### src/rtl/xbar_conn_ctrl_pkg.sv
// Shared constants, helpers and types for the crossbar connection controller.
package xbar_conn_ctrl_pkg;

  // Ceiling log2, used to size port indices from the port count.
  function automatic int unsigned clog2(input int unsigned v);
    int unsigned r;
    r = 0;
    for (int unsigned k = 0; k < 32; k++) begin
      if ((32'd1 << k) < v) r = k + 1;
    end
    return r;
  endfunction

  localparam int unsigned N    = 12;
  localparam int unsigned LW   = 4;
  localparam int unsigned LOGN = clog2(N);

  // Flat bit position of grant/VOQ (i,j) in an N*N vector.
  function automatic int unsigned grant_idx(input int unsigned i, input int unsigned j);
    return i * N + j;
  endfunction

  typedef enum logic {
    PORT_IDLE = 1'b0,
    PORT_BUSY = 1'b1
  } port_state_e;

endpackage

### src/rtl/xbar_conn_ctrl_if.sv
// Scheduler <-> connection controller bus: grant inputs and crossbar/VOQ outputs.
interface xbar_conn_ctrl_if;
  import xbar_conn_ctrl_pkg::*;

  logic [N*N-1:0]    i_acc_grant;
  logic              i_grant_valid;
  logic [N*N*LW-1:0] i_pkt_len;
  logic [N-1:0]      o_input_idle;
  logic [N-1:0]      o_output_idle;
  logic [N*LOGN-1:0] o_xbar_sel;
  logic [N-1:0]      o_xbar_en;
  logic [N*N-1:0]    o_deq;
  logic [N-1:0]      o_cell_rd;
  logic              o_err;

  // Scheduler side.
  modport master (
    output i_acc_grant, i_grant_valid, i_pkt_len,
    input  o_input_idle, o_output_idle, o_xbar_sel, o_xbar_en, o_deq, o_cell_rd, o_err
  );

  // Controller side.
  modport slave (
    input  i_acc_grant, i_grant_valid, i_pkt_len,
    output o_input_idle, o_output_idle, o_xbar_sel, o_xbar_en, o_deq, o_cell_rd, o_err
  );

endinterface

### src/rtl/xbar_conn_ctrl_port_timer.sv
// Per-input connection timer: holds remaining cell count and the connected output.
module xbar_port_timer import xbar_conn_ctrl_pkg::*; (
  input  logic            clk_i,
  input  logic            rst_ni,
  input  logic            load_i,
  input  logic [LW-1:0]   len_i,
  input  logic [LOGN-1:0] load_dst_i,
  output logic            busy_o,
  output logic            first_o,
  output logic [LOGN-1:0] dst_o
);

  logic [LW-1:0]   cnt_q, cnt_d;
  logic [LOGN-1:0] dst_q, dst_d;
  logic            first_q, first_d;
  port_state_e     state;

  // Port is busy exactly while cells remain.
  always_comb begin
    state = (cnt_q != '0) ? PORT_BUSY : PORT_IDLE;
  end

  // Load on accept (length 0 counts as one cell), otherwise count down to idle.
  always_comb begin
    cnt_d   = cnt_q;
    dst_d   = dst_q;
    first_d = 1'b0;
    if (load_i && (state == PORT_IDLE)) begin
      cnt_d   = (len_i == '0) ? LW'(1) : len_i;
      dst_d   = load_dst_i;
      first_d = 1'b1;
    end else if (state == PORT_BUSY) begin
      cnt_d = cnt_q - LW'(1);
    end
  end

  // Timer state registers.
  always_ff @(posedge clk_i or negedge rst_ni) begin
    if (!rst_ni) begin
      cnt_q   <= '0;
      dst_q   <= '0;
      first_q <= 1'b0;
    end else begin
      cnt_q   <= cnt_d;
      dst_q   <= dst_d;
      first_q <= first_d;
    end
  end

  assign busy_o  = (state == PORT_BUSY);
  assign first_o = first_q;
  assign dst_o   = dst_q;

endmodule

### src/rtl/xbar_conn_ctrl.sv
// Crossbar connection controller: validates grant matrices, holds connections for the
// packet length and drives crossbar selects, VOQ strobes and the scheduler idle vectors.
module xbar_conn_ctrl import xbar_conn_ctrl_pkg::*; (
  input logic             clk,
  input logic             reset,
  xbar_conn_ctrl_if.slave bus
);

  logic [N-1:0]      busy;
  logic [N-1:0]      first;
  logic [N-1:0]      obusy;
  logic [N-1:0]      load;
  logic [LOGN-1:0]   dst      [N];
  logic [LOGN-1:0]   load_dst [N];
  logic [LW-1:0]     load_len [N];
  logic [N-1:0]      row_seen;
  logic [N-1:0]      col_seen;
  logic              conflict;
  logic [N*LOGN-1:0] sel;
  logic [N*N-1:0]    deq;
  logic              err_q, err_d;

  // Flag any row or column of the grant matrix with more than one bit set.
  always_comb begin
    conflict = 1'b0;
    row_seen = '0;
    col_seen = '0;
    for (int unsigned i = 0; i < N; i++) begin
      for (int unsigned j = 0; j < N; j++) begin
        if (bus.i_acc_grant[grant_idx(i, j)]) begin
          if (row_seen[i] || col_seen[j]) conflict = 1'b1;
          row_seen[i] = 1'b1;
          col_seen[j] = 1'b1;
        end
      end
    end
  end

  // Accept clean grants whose input and output are both idle before this edge.
  always_comb begin
    for (int unsigned i = 0; i < N; i++) begin
      load[i]     = 1'b0;
      load_dst[i] = '0;
      load_len[i] = '0;
      for (int unsigned j = 0; j < N; j++) begin
        if (bus.i_grant_valid && !conflict && bus.i_acc_grant[grant_idx(i, j)] &&
            !busy[i] && !obusy[j]) begin
          load[i]     = 1'b1;
          load_dst[i] = LOGN'(j);
          load_len[i] = bus.i_pkt_len[grant_idx(i, j)*LW +: LW];
        end
      end
    end
  end

  // Output-side view: busy reduction, select encoding and first-cell dequeue strobes.
  always_comb begin
    obusy = '0;
    sel   = '0;
    deq   = '0;
    for (int unsigned j = 0; j < N; j++) begin
      for (int unsigned i = 0; i < N; i++) begin
        if (busy[i] && (dst[i] == LOGN'(j))) begin
          obusy[j]              = 1'b1;
          sel[j*LOGN +: LOGN]   = LOGN'(i);
        end
        deq[grant_idx(i, j)] = first[i] && (dst[i] == LOGN'(j));
      end
    end
  end

  // Rejected matrix pulses the error flag for one cycle.
  always_comb begin
    err_d = bus.i_grant_valid && conflict;
  end

  // Error pulse register.
  always_ff @(posedge clk or negedge reset) begin
    if (!reset) begin
      err_q <= 1'b0;
    end else begin
      err_q <= err_d;
    end
  end

  for (genvar gi = 0; gi < N; gi++) begin : g_port
    xbar_port_timer u_timer (
      .clk_i      (clk),
      .rst_ni     (reset),
      .load_i     (load[gi]),
      .len_i      (load_len[gi]),
      .load_dst_i (load_dst[gi]),
      .busy_o     (busy[gi]),
      .first_o    (first[gi]),
      .dst_o      (dst[gi])
    );
  end

  assign bus.o_input_idle  = ~busy;
  assign bus.o_output_idle = ~obusy;
  assign bus.o_cell_rd     = busy;
  assign bus.o_xbar_en     = obusy;
  assign bus.o_xbar_sel    = sel;
  assign bus.o_deq         = deq;
  assign bus.o_err         = err_q;

endmodule

### src/flat_wrapper.sv
// flat-port wrapper written by rule: the top's interface ports become plain ports
module xbar_conn_ctrl_flat import xbar_conn_ctrl_pkg::*;
  (clk, reset, bus_i_acc_grant, bus_i_grant_valid, bus_i_pkt_len, bus_o_input_idle, bus_o_output_idle, bus_o_xbar_sel, bus_o_xbar_en, bus_o_deq, bus_o_cell_rd, bus_o_err);
  xbar_conn_ctrl_if bus_i ();
  input logic clk;
  input logic reset;
  input wire logic [$bits(bus_i.i_acc_grant)-1:0] bus_i_acc_grant;
  input wire logic [$bits(bus_i.i_grant_valid)-1:0] bus_i_grant_valid;
  input wire logic [$bits(bus_i.i_pkt_len)-1:0] bus_i_pkt_len;
  output wire logic [$bits(bus_i.o_input_idle)-1:0] bus_o_input_idle;
  output wire logic [$bits(bus_i.o_output_idle)-1:0] bus_o_output_idle;
  output wire logic [$bits(bus_i.o_xbar_sel)-1:0] bus_o_xbar_sel;
  output wire logic [$bits(bus_i.o_xbar_en)-1:0] bus_o_xbar_en;
  output wire logic [$bits(bus_i.o_deq)-1:0] bus_o_deq;
  output wire logic [$bits(bus_i.o_cell_rd)-1:0] bus_o_cell_rd;
  output wire logic [$bits(bus_i.o_err)-1:0] bus_o_err;
  assign bus_i.i_acc_grant = bus_i_acc_grant;
  assign bus_i.i_grant_valid = bus_i_grant_valid;
  assign bus_i.i_pkt_len = bus_i_pkt_len;
  assign bus_o_input_idle = bus_i.o_input_idle;
  assign bus_o_output_idle = bus_i.o_output_idle;
  assign bus_o_xbar_sel = bus_i.o_xbar_sel;
  assign bus_o_xbar_en = bus_i.o_xbar_en;
  assign bus_o_deq = bus_i.o_deq;
  assign bus_o_cell_rd = bus_i.o_cell_rd;
  assign bus_o_err = bus_i.o_err;
  xbar_conn_ctrl u_core (.clk(clk), .reset(reset), .bus(bus_i));
endmodule
### config.mk
export PLATFORM = sky130hd
export DESIGN_NAME = xbar_conn_ctrl_flat
export DESIGN_NICKNAME = d
export VERILOG_FILES = /design/src/rtl/xbar_conn_ctrl_pkg.sv /design/src/rtl/xbar_conn_ctrl_if.sv /design/src/rtl/xbar_conn_ctrl_port_timer.sv /design/src/rtl/xbar_conn_ctrl.sv /design/src/flat_wrapper.sv
export SDC_FILE = /design/constraint.sdc
export NUM_CORES = 1
export LEC_CHECK = 0
export CORE_AREA = 2 2 370 372
export CTS_CLUSTER_SIZE = 10
export DETAILED_ROUTE_END_ITERATION = 10
export DIE_AREA = 0 0 372 374
export PLACE_DENSITY_LB_ADDON = 0.05
export SYNTH_ARGS = -nofsm -noshare
export SYNTH_HDL_FRONTEND = slang
export SYNTH_SLANG_ARGS = --single-unit
### constraint.sdc
create_clock -name clk -period 4 [get_ports clk]
set_input_delay 0.4 -clock clk [delete_from_list [all_inputs] [get_ports clk]]
set_output_delay 0.4 -clock clk [all_outputs]
set_load 0.01 [all_outputs]
# Yosys cells after proc, flatten, opt, wreduce, memory -nomap -nowiden
# Index checks and enable logic that the tools add are counted.
# totals
register_bits,109
latch_bits,0
ramBits,0
mem_bits_ro,0
in_bits,723
output_inout_bits,241
wordCells,2428
memories,0
# op_classes
add_sub_neg,12
n_mul,0
div,0
order_cmp,0
eq_ne,132
shifts,0
muxes,1305
bitwise,14
reduce_logical,928
# ops
operator,count
$mux W4,276
$mux W1,885
$logic_and A1 B1 Y1,734
$mux W3,96
$eq A4 B3 Y1 const B,48
$eq A4 B4 Y1 const B,48
$logic_or A1 B1 Y1,121
$eq A4 B2 Y1 const B,24
$logic_not A4 Y1,24
$mux W2,48
$eq A4 B1 Y1 const B,12
$reduce_bool A4 Y1,12
$sub A4 B1 Y4 const B,12
$logic_not A1 Y1,25
$not A12 Y12,2
$reduce_bool A2 Y1,12
$not A1 Y1,12

# Longest topological paths before layout
# logic_depth
word_depth,307
ltp_mapped,19
ltp_nobuf,15

# Cells and area by module
# Synthesis repeated with hierarchy kept, for this count alone.
# unflattened
hier_cells,2773
area_unflattened_um2,18709.2
# by_module_without_submodules
mod,n_inst,cells_per_inst,area_per_inst_um2,seq_area_each_um2
xbar_conn_ctrl,1,2329,13168.9,25.0
xbar_port_timer,12,37,461.7,225.2

# Worst setup path after synthesis
# Ideal clock, no wire load.
# synth_timing
kind,register -> register
startpoint,register u_core.g_port[7].u_timer.cnt_q[0]
endpoint,register u_core.g_port[0].u_timer.cnt_q[0]
setup_ns,0.131
t_arrival_ns,3.784
slack_ns,0.085
stages_incl_launch_ff,17
n_path_buf,2
synth_period_minus_slack_ns,3.915
path_cell_list,dfrtp_1 > inv_1 > ha_1 > or3b_1 > inv_1 > nor3b_1 > or4_1 > or4_1 > buf_2 > clkinv_2 > buf_6 > nand2_2 > a2bb2oi_1 > o31ai_1 > nand2_1 > o311a_1 > or3_1
# synth_via
elab_cells_between_ends,127
classes_between,mux: 87; reduce/logical: 40
# synth_lines
item,line,text
"start, declared",xbar_conn_ctrl_port_timer.sv:13,"logic [LW-1:0] cnt_q, cnt_d;"
"start signal, assigned",xbar_conn_ctrl_port_timer.sv:44,cnt_q <= cnt_d;
$reduce_bool A4 Y1 *,xbar_conn_ctrl_port_timer.sv:20,state = (cnt_q != '0) ? PORT_BUSY : PORT_IDLE;
$mux W1 *,xbar_conn_ctrl_port_timer.sv:20,
$logic_and A1 B1 Y1 *,xbar_conn_ctrl.sv:63,if (busy[i] && (dst[i] == LOGN'(j))) begin
$mux W1 * (5 in a row),xbar_conn_ctrl.sv:63,
named net bus_o_xbar_en[7],flat_wrapper.sv:13,output wire logic [$bits(bus_i.o_xbar_en)-1:0] bus_o_xbar_en;
$logic_not A1 Y1 *,xbar_conn_ctrl.sv:47,!busy[i] && !obusy[j]) begin
$logic_and A1 B1 Y1 *,xbar_conn_ctrl.sv:47,
$mux W4 (5 in a row),xbar_conn_ctrl.sv:46,"if (bus.i_grant_valid && !conflict && bus.i_acc_grant[grant_idx(i, j)] &&"
$logic_not A4 Y1,xbar_conn_ctrl_port_timer.sv:29,cnt_d = (len_i == '0) ? LW'(1) : len_i;
$mux W4,xbar_conn_ctrl_port_timer.sv:29,
$mux W4,xbar_conn_ctrl_port_timer.sv:28,if (load_i && (state == PORT_IDLE)) begin
"end signal, assigned",xbar_conn_ctrl_port_timer.sv:44,
"end, declared",xbar_conn_ctrl_port_timer.sv:13,
# The timed path passes the listed nets; every way through them passes the cells marked *.
# A chain may end at the register's enable or synchronous reset.

# Final worst setup path
# layout_timing
startpoint,register u_core.g_port[6].u_timer.cnt_q[0]
endpoint,register u_core.g_port[7].u_timer.cnt_q[0]
# layout_via
elab_chain_cells,26
elab_cells_between_ends,139
classes_between,mux: 99; reduce/logical: 40
# layout_rtl
item,line
"start, declared",xbar_conn_ctrl_port_timer.sv:13
"start signal, assigned",xbar_conn_ctrl_port_timer.sv:44
$reduce_bool A4 Y1 *,xbar_conn_ctrl_port_timer.sv:20
$mux W1 *,xbar_conn_ctrl_port_timer.sv:20
$logic_and A1 B1 Y1,xbar_conn_ctrl.sv:63
$mux W1 (6 in a row),xbar_conn_ctrl.sv:63
$logic_not A1 Y1,xbar_conn_ctrl.sv:47
$logic_and A1 B1 Y1,xbar_conn_ctrl.sv:47
$mux W4 (12 in a row),xbar_conn_ctrl.sv:46
$logic_not A4 Y1,xbar_conn_ctrl_port_timer.sv:29
$mux W4,xbar_conn_ctrl_port_timer.sv:29
$mux W4,xbar_conn_ctrl_port_timer.sv:28
# Every way passes the cells marked *; elsewhere a longest branch is shown, timed or not.

==> flow_summary.json <==
{
  "outcome": "complete, but fails checks",
  "violations": "hold timing, setup timing",
  "grt_pass1_wl_um": 312700,
  "multiInputGateArea_sq_mm": 0.01811,
  "cts_made_buffers": 9,
  "htree_num_levels": 3,
  "layout.nets": 5952,
  "skew_ns": 0.02019,
  "hold_slack_ns": -0.02732,
  "grt_overflow": 0,
  "yosys-top-cells-area": "dfrtp_1 14%, nand3_1 7.2%, nor2_1 6.2%, nand2_1 5.4%, nand4_1 4.9%",
  "dr_wl_met2_um": 114000,
  "syn_area_sq_mm": 0.01940,
  "hold_viol_final": 8,
  "placed_area_sq_mm": 0.04074,
  "synth-edff-count": 0,
  "p_leak_nw": 19.92,
  "hp-class": "in -> async",
  "placeableCoreArea_sq_mm": 0.1350,
  "timing.final.crit_share_pct": 103.4,
  "place_hpwl_um": 209000,
  "first_global_vias": 35549,
  "async_flop_share_pct": 100.0,
  "drt-met1-wl_um": 100500,
  "path_buf_inv": 6,
  "die_h_um": 374,
  "seqCellArea_sq_mm": 0.002729,
  "layout_setup_ws_ns": -0.1369,
  "cp.required_ns": 4.34,
  "cts_tree": "yes",
  "drv_cap": 0,
  "critPathMaxStageDelay_ns": 0.58,
  "synthTopCellsByCount": "321 x nor2_1, 281 x nand3_1, 280 x nand2_1",
  "holdBufCountCts": 0,
  "clk_latency_ns": 0.41,
  "drive_gt1_share_pct": 39.58,
  "final_area_sq_mm": 0.04657,
  "worstMarginPinSlew_ns": 0.7118,
  "syn_nets": 3719,
  "num_io_pins": 964,
  "slowest_stage": "or4_4",
  "antenna_found_initial": 56,
  "synth_most_common_cell": "nor2_1",
  "min_period_ns": 4.137,
  "startpoint_type": "flip-flop",
  "cts_root_buf": "clkbuf_16",
  "ys_dominant_reg_cell": "dfrtp_1",
  "clk_pin_slew_ns": 0.10,
  "grt_usage_pct": 32.78,
  "critPathCaptureType": "flip-flop",
  "ys.warnings.count": 0,
  "drt-pass1-iter-count": 5,
  "clkSinkCount": 109,
  "syn_avg_cell_area_sq_um": 6.503,
  "wirelength_um": 241400,
  "place_ws_ns": -1.115,
  "postRouteAntennaNets": 0,
  "stdcell_count": 7025,
  "avgViaCountPerCell": 5.132,
  "grt_max_degree": 56,
  "fp-row-count": 135,
  "max_freq_ghz": 0.2417,
  "powerDensity_mw_per_mm2": 108.3,
  "relSlewSlack_pct": 52.11,
  "yosys.area.top_type": "dfrtp_1",
  "met3_length_um": 14810,
  "cp_cell_sequence": "inv_2, ha_2, or3b_4, inv_4, nor4b_4, or4_4, or4_4, clkinv_8, buf_12, buf_12, a21boi_2, o21ai_1, a21oi_2, a311oi_4, buf_4, or3b_1, a21oi_1",
  "n_fill_cell": 14693,
  "peakVddDrop_mv": 0.2171,
  "synth-seq-cells": 109,
  "dp.cells": 6778,
  "netlist.area_leader.share_pct": 14.06,
  "die_area_sq_mm": 0.1391,
  "critPathArrivalTime_ns": 4.48,
  "drtIter0Drc": 3322,
  "finalSetupViolCount": 22,
  "critPathKind": "reg -> reg",
  "area_delta_synth_final_pct": 140.0,
  "io_buffers": 963,
  "cp_top_family": "simple AND/OR/NAND/NOR gates",
  "synthCells": 2984,
  "gp_congestion": 0.9557,
  "synthDistinctLibCells": 99,
  "wl_per_cell_um": 34.36,
  "dieWidth_um": 372,
  "initial_core_util_pct": 14.38,
  "path_max_fanout": 7,
  "vias": 36049,
  "cts.path.max_buffers": 2,
  "drc": 0,
  "slew_violations": 0,
  "rsz0062_at_grt": "yes",
  "highest_layer": "met5",
  "seq_area_frac_synth_pct": 14.06
}
==> routing by layer <==
| metal | track usage (%) | up-vias |
|---|---|---|
| met4 | 10.60 | 38 |
| met2 | 56.46 | 1618 |
| met3 | 4.259 | 362 |
| met5 | 0 | - |
| li1 | - | 16128 |
| met1 | 41.82 | 17903 |
==> report_power, final <==
| part | internal, mW | switching, mW | leakage (nW) |
|---|---|---|---|
| Clock | 0.455 | 0.570 | 0.143 |
| Combinational | 1.48 | 1.43 | 18.3 |
| Sequential | 1.10 | 0.000652 | 1.47 |
| Total | 3.04 | 2.01 | 19.9 |
==> worst register-to-register path, cell delays in order (launching register included) <==
cell and delay (ns):
dfrtp_1 0.41, inv_2 0.07, ha_2 0.18, or3b_4 0.42
inv_4 0.09, nor4b_4 0.05, or4_4 0.52, or4_4 0.58
clkinv_8 0.11, buf_12 0.17, buf_12 0.17, a21boi_2 0.07
o21ai_1 0.10, a21oi_2 0.07, a311oi_4 0.42, buf_4 0.19
or3b_1 0.34, a21oi_1 0.14
==> path summary, 6_finish.rpt <==
kind | slack [ns] | depth (start not counted) | startpoint | endpoint
setup / recovery | -0.14 | 17 | u_core.g_port[6].u_timer.cnt_q[0]$_DFFE_PN0P_ | u_core.g_port[7].u_timer.cnt_q[0]$_DFFE_PN0P_
hold / removal | -0.03 | 1 | reset | u_core.g_port[6].u_timer.dst_o[1]$_DFFE_PN0P_
setup reg to reg | -0.14 | 17 | u_core.g_port[6].u_timer.cnt_q[0]$_DFFE_PN0P_ | u_core.g_port[7].u_timer.cnt_q[0]$_DFFE_PN0P_
hold reg to reg | 0.55 | 1 | u_core.g_port[7].u_timer.dst_o[0]$_DFFE_PN0P_ | u_core.g_port[7].u_timer.dst_o[0]$_DFFE_PN0P_
max in group asynchronous | 3.22 | 2 | reset | u_core.g_port[7].u_timer.cnt_q[1]$_DFFE_PN0P_
min in group clk | 0.55 | 1 | u_core.g_port[7].u_timer.dst_o[0]$_DFFE_PN0P_ | u_core.g_port[7].u_timer.dst_o[0]$_DFFE_PN0P_
==> cells in the final DEF (no fill, tap or decap), types with 86 or more instances in the layout <==
cell             count
o21ai_0             96
nand3_1            260
dfrtp_1            108
clkdlybuf4s50_1    878
buf_6               87
nor2_1             310
nand4_1            151
nand2_1            247
buf_4             1305
buf_12              86
==> sequential cells by signal, summed over array words and instances (netlist names) <==
signal                         count
u_core.g_port.u_timer.dst_o       48
u_core.g_port.u_timer.cnt_q       48
u_core.bus.o_err                   1
u_core.g_port.u_timer.first_o     12
==> final cells by class <==
type / instances / share of cell area [%]
repair buffers: 2466 / 48.60
multi-input cells: 2517 / 38.90
flip-flops and latches: 109 / 5.860
well taps: 1781 / 4.785
inverters: 114 / 1.110
clock buffers: 10 / 0.5132
clock inverters: 6 / 0.1209
diodes: 22 / 0.1182
==> what timing repair did <==
action | 4_1_cts | 5_1_grt
setup endpoints to repair | 149 | 128
gates cloned | 7 | 2
pin swaps | 144 | 171
resized for setup | 516 | 416
buffers inserted | 128 | 118
==> metrics by stage <==
stage | power, mW | util [%] | setup TNS, ns
floorplan | 1.747 | - | 0
global placement | 3.781 | 30.19 | -97.50
detailed placement | 3.766 | 30.19 | -100.95
CTS | 4.903 | 32.68 | -1.691
global route | 5.195 | 34.50 | -3.039
finish | 5.043 | 34.51 | -0.8741
==> cell families (layout without fill, tap and decap cells) <==
kind of cell / count (synthesis) / count (layout) / synth area share [%]
mux: 5 / 5 / 0.2901
simple gates: 1688 / 1688 / 47.16
xor+xnor: 2 / 2 / 0.09029
buf+inv: 358 / 2596 / 7.647
other cells: 0 / 22 / 0
fa+ha+maj: 15 / 15 / 0.9349
flops: 109 / 109 / 14.06
compound gates: 807 / 807 / 29.82
No activity file was read; power rests on OpenSTA's default activity.
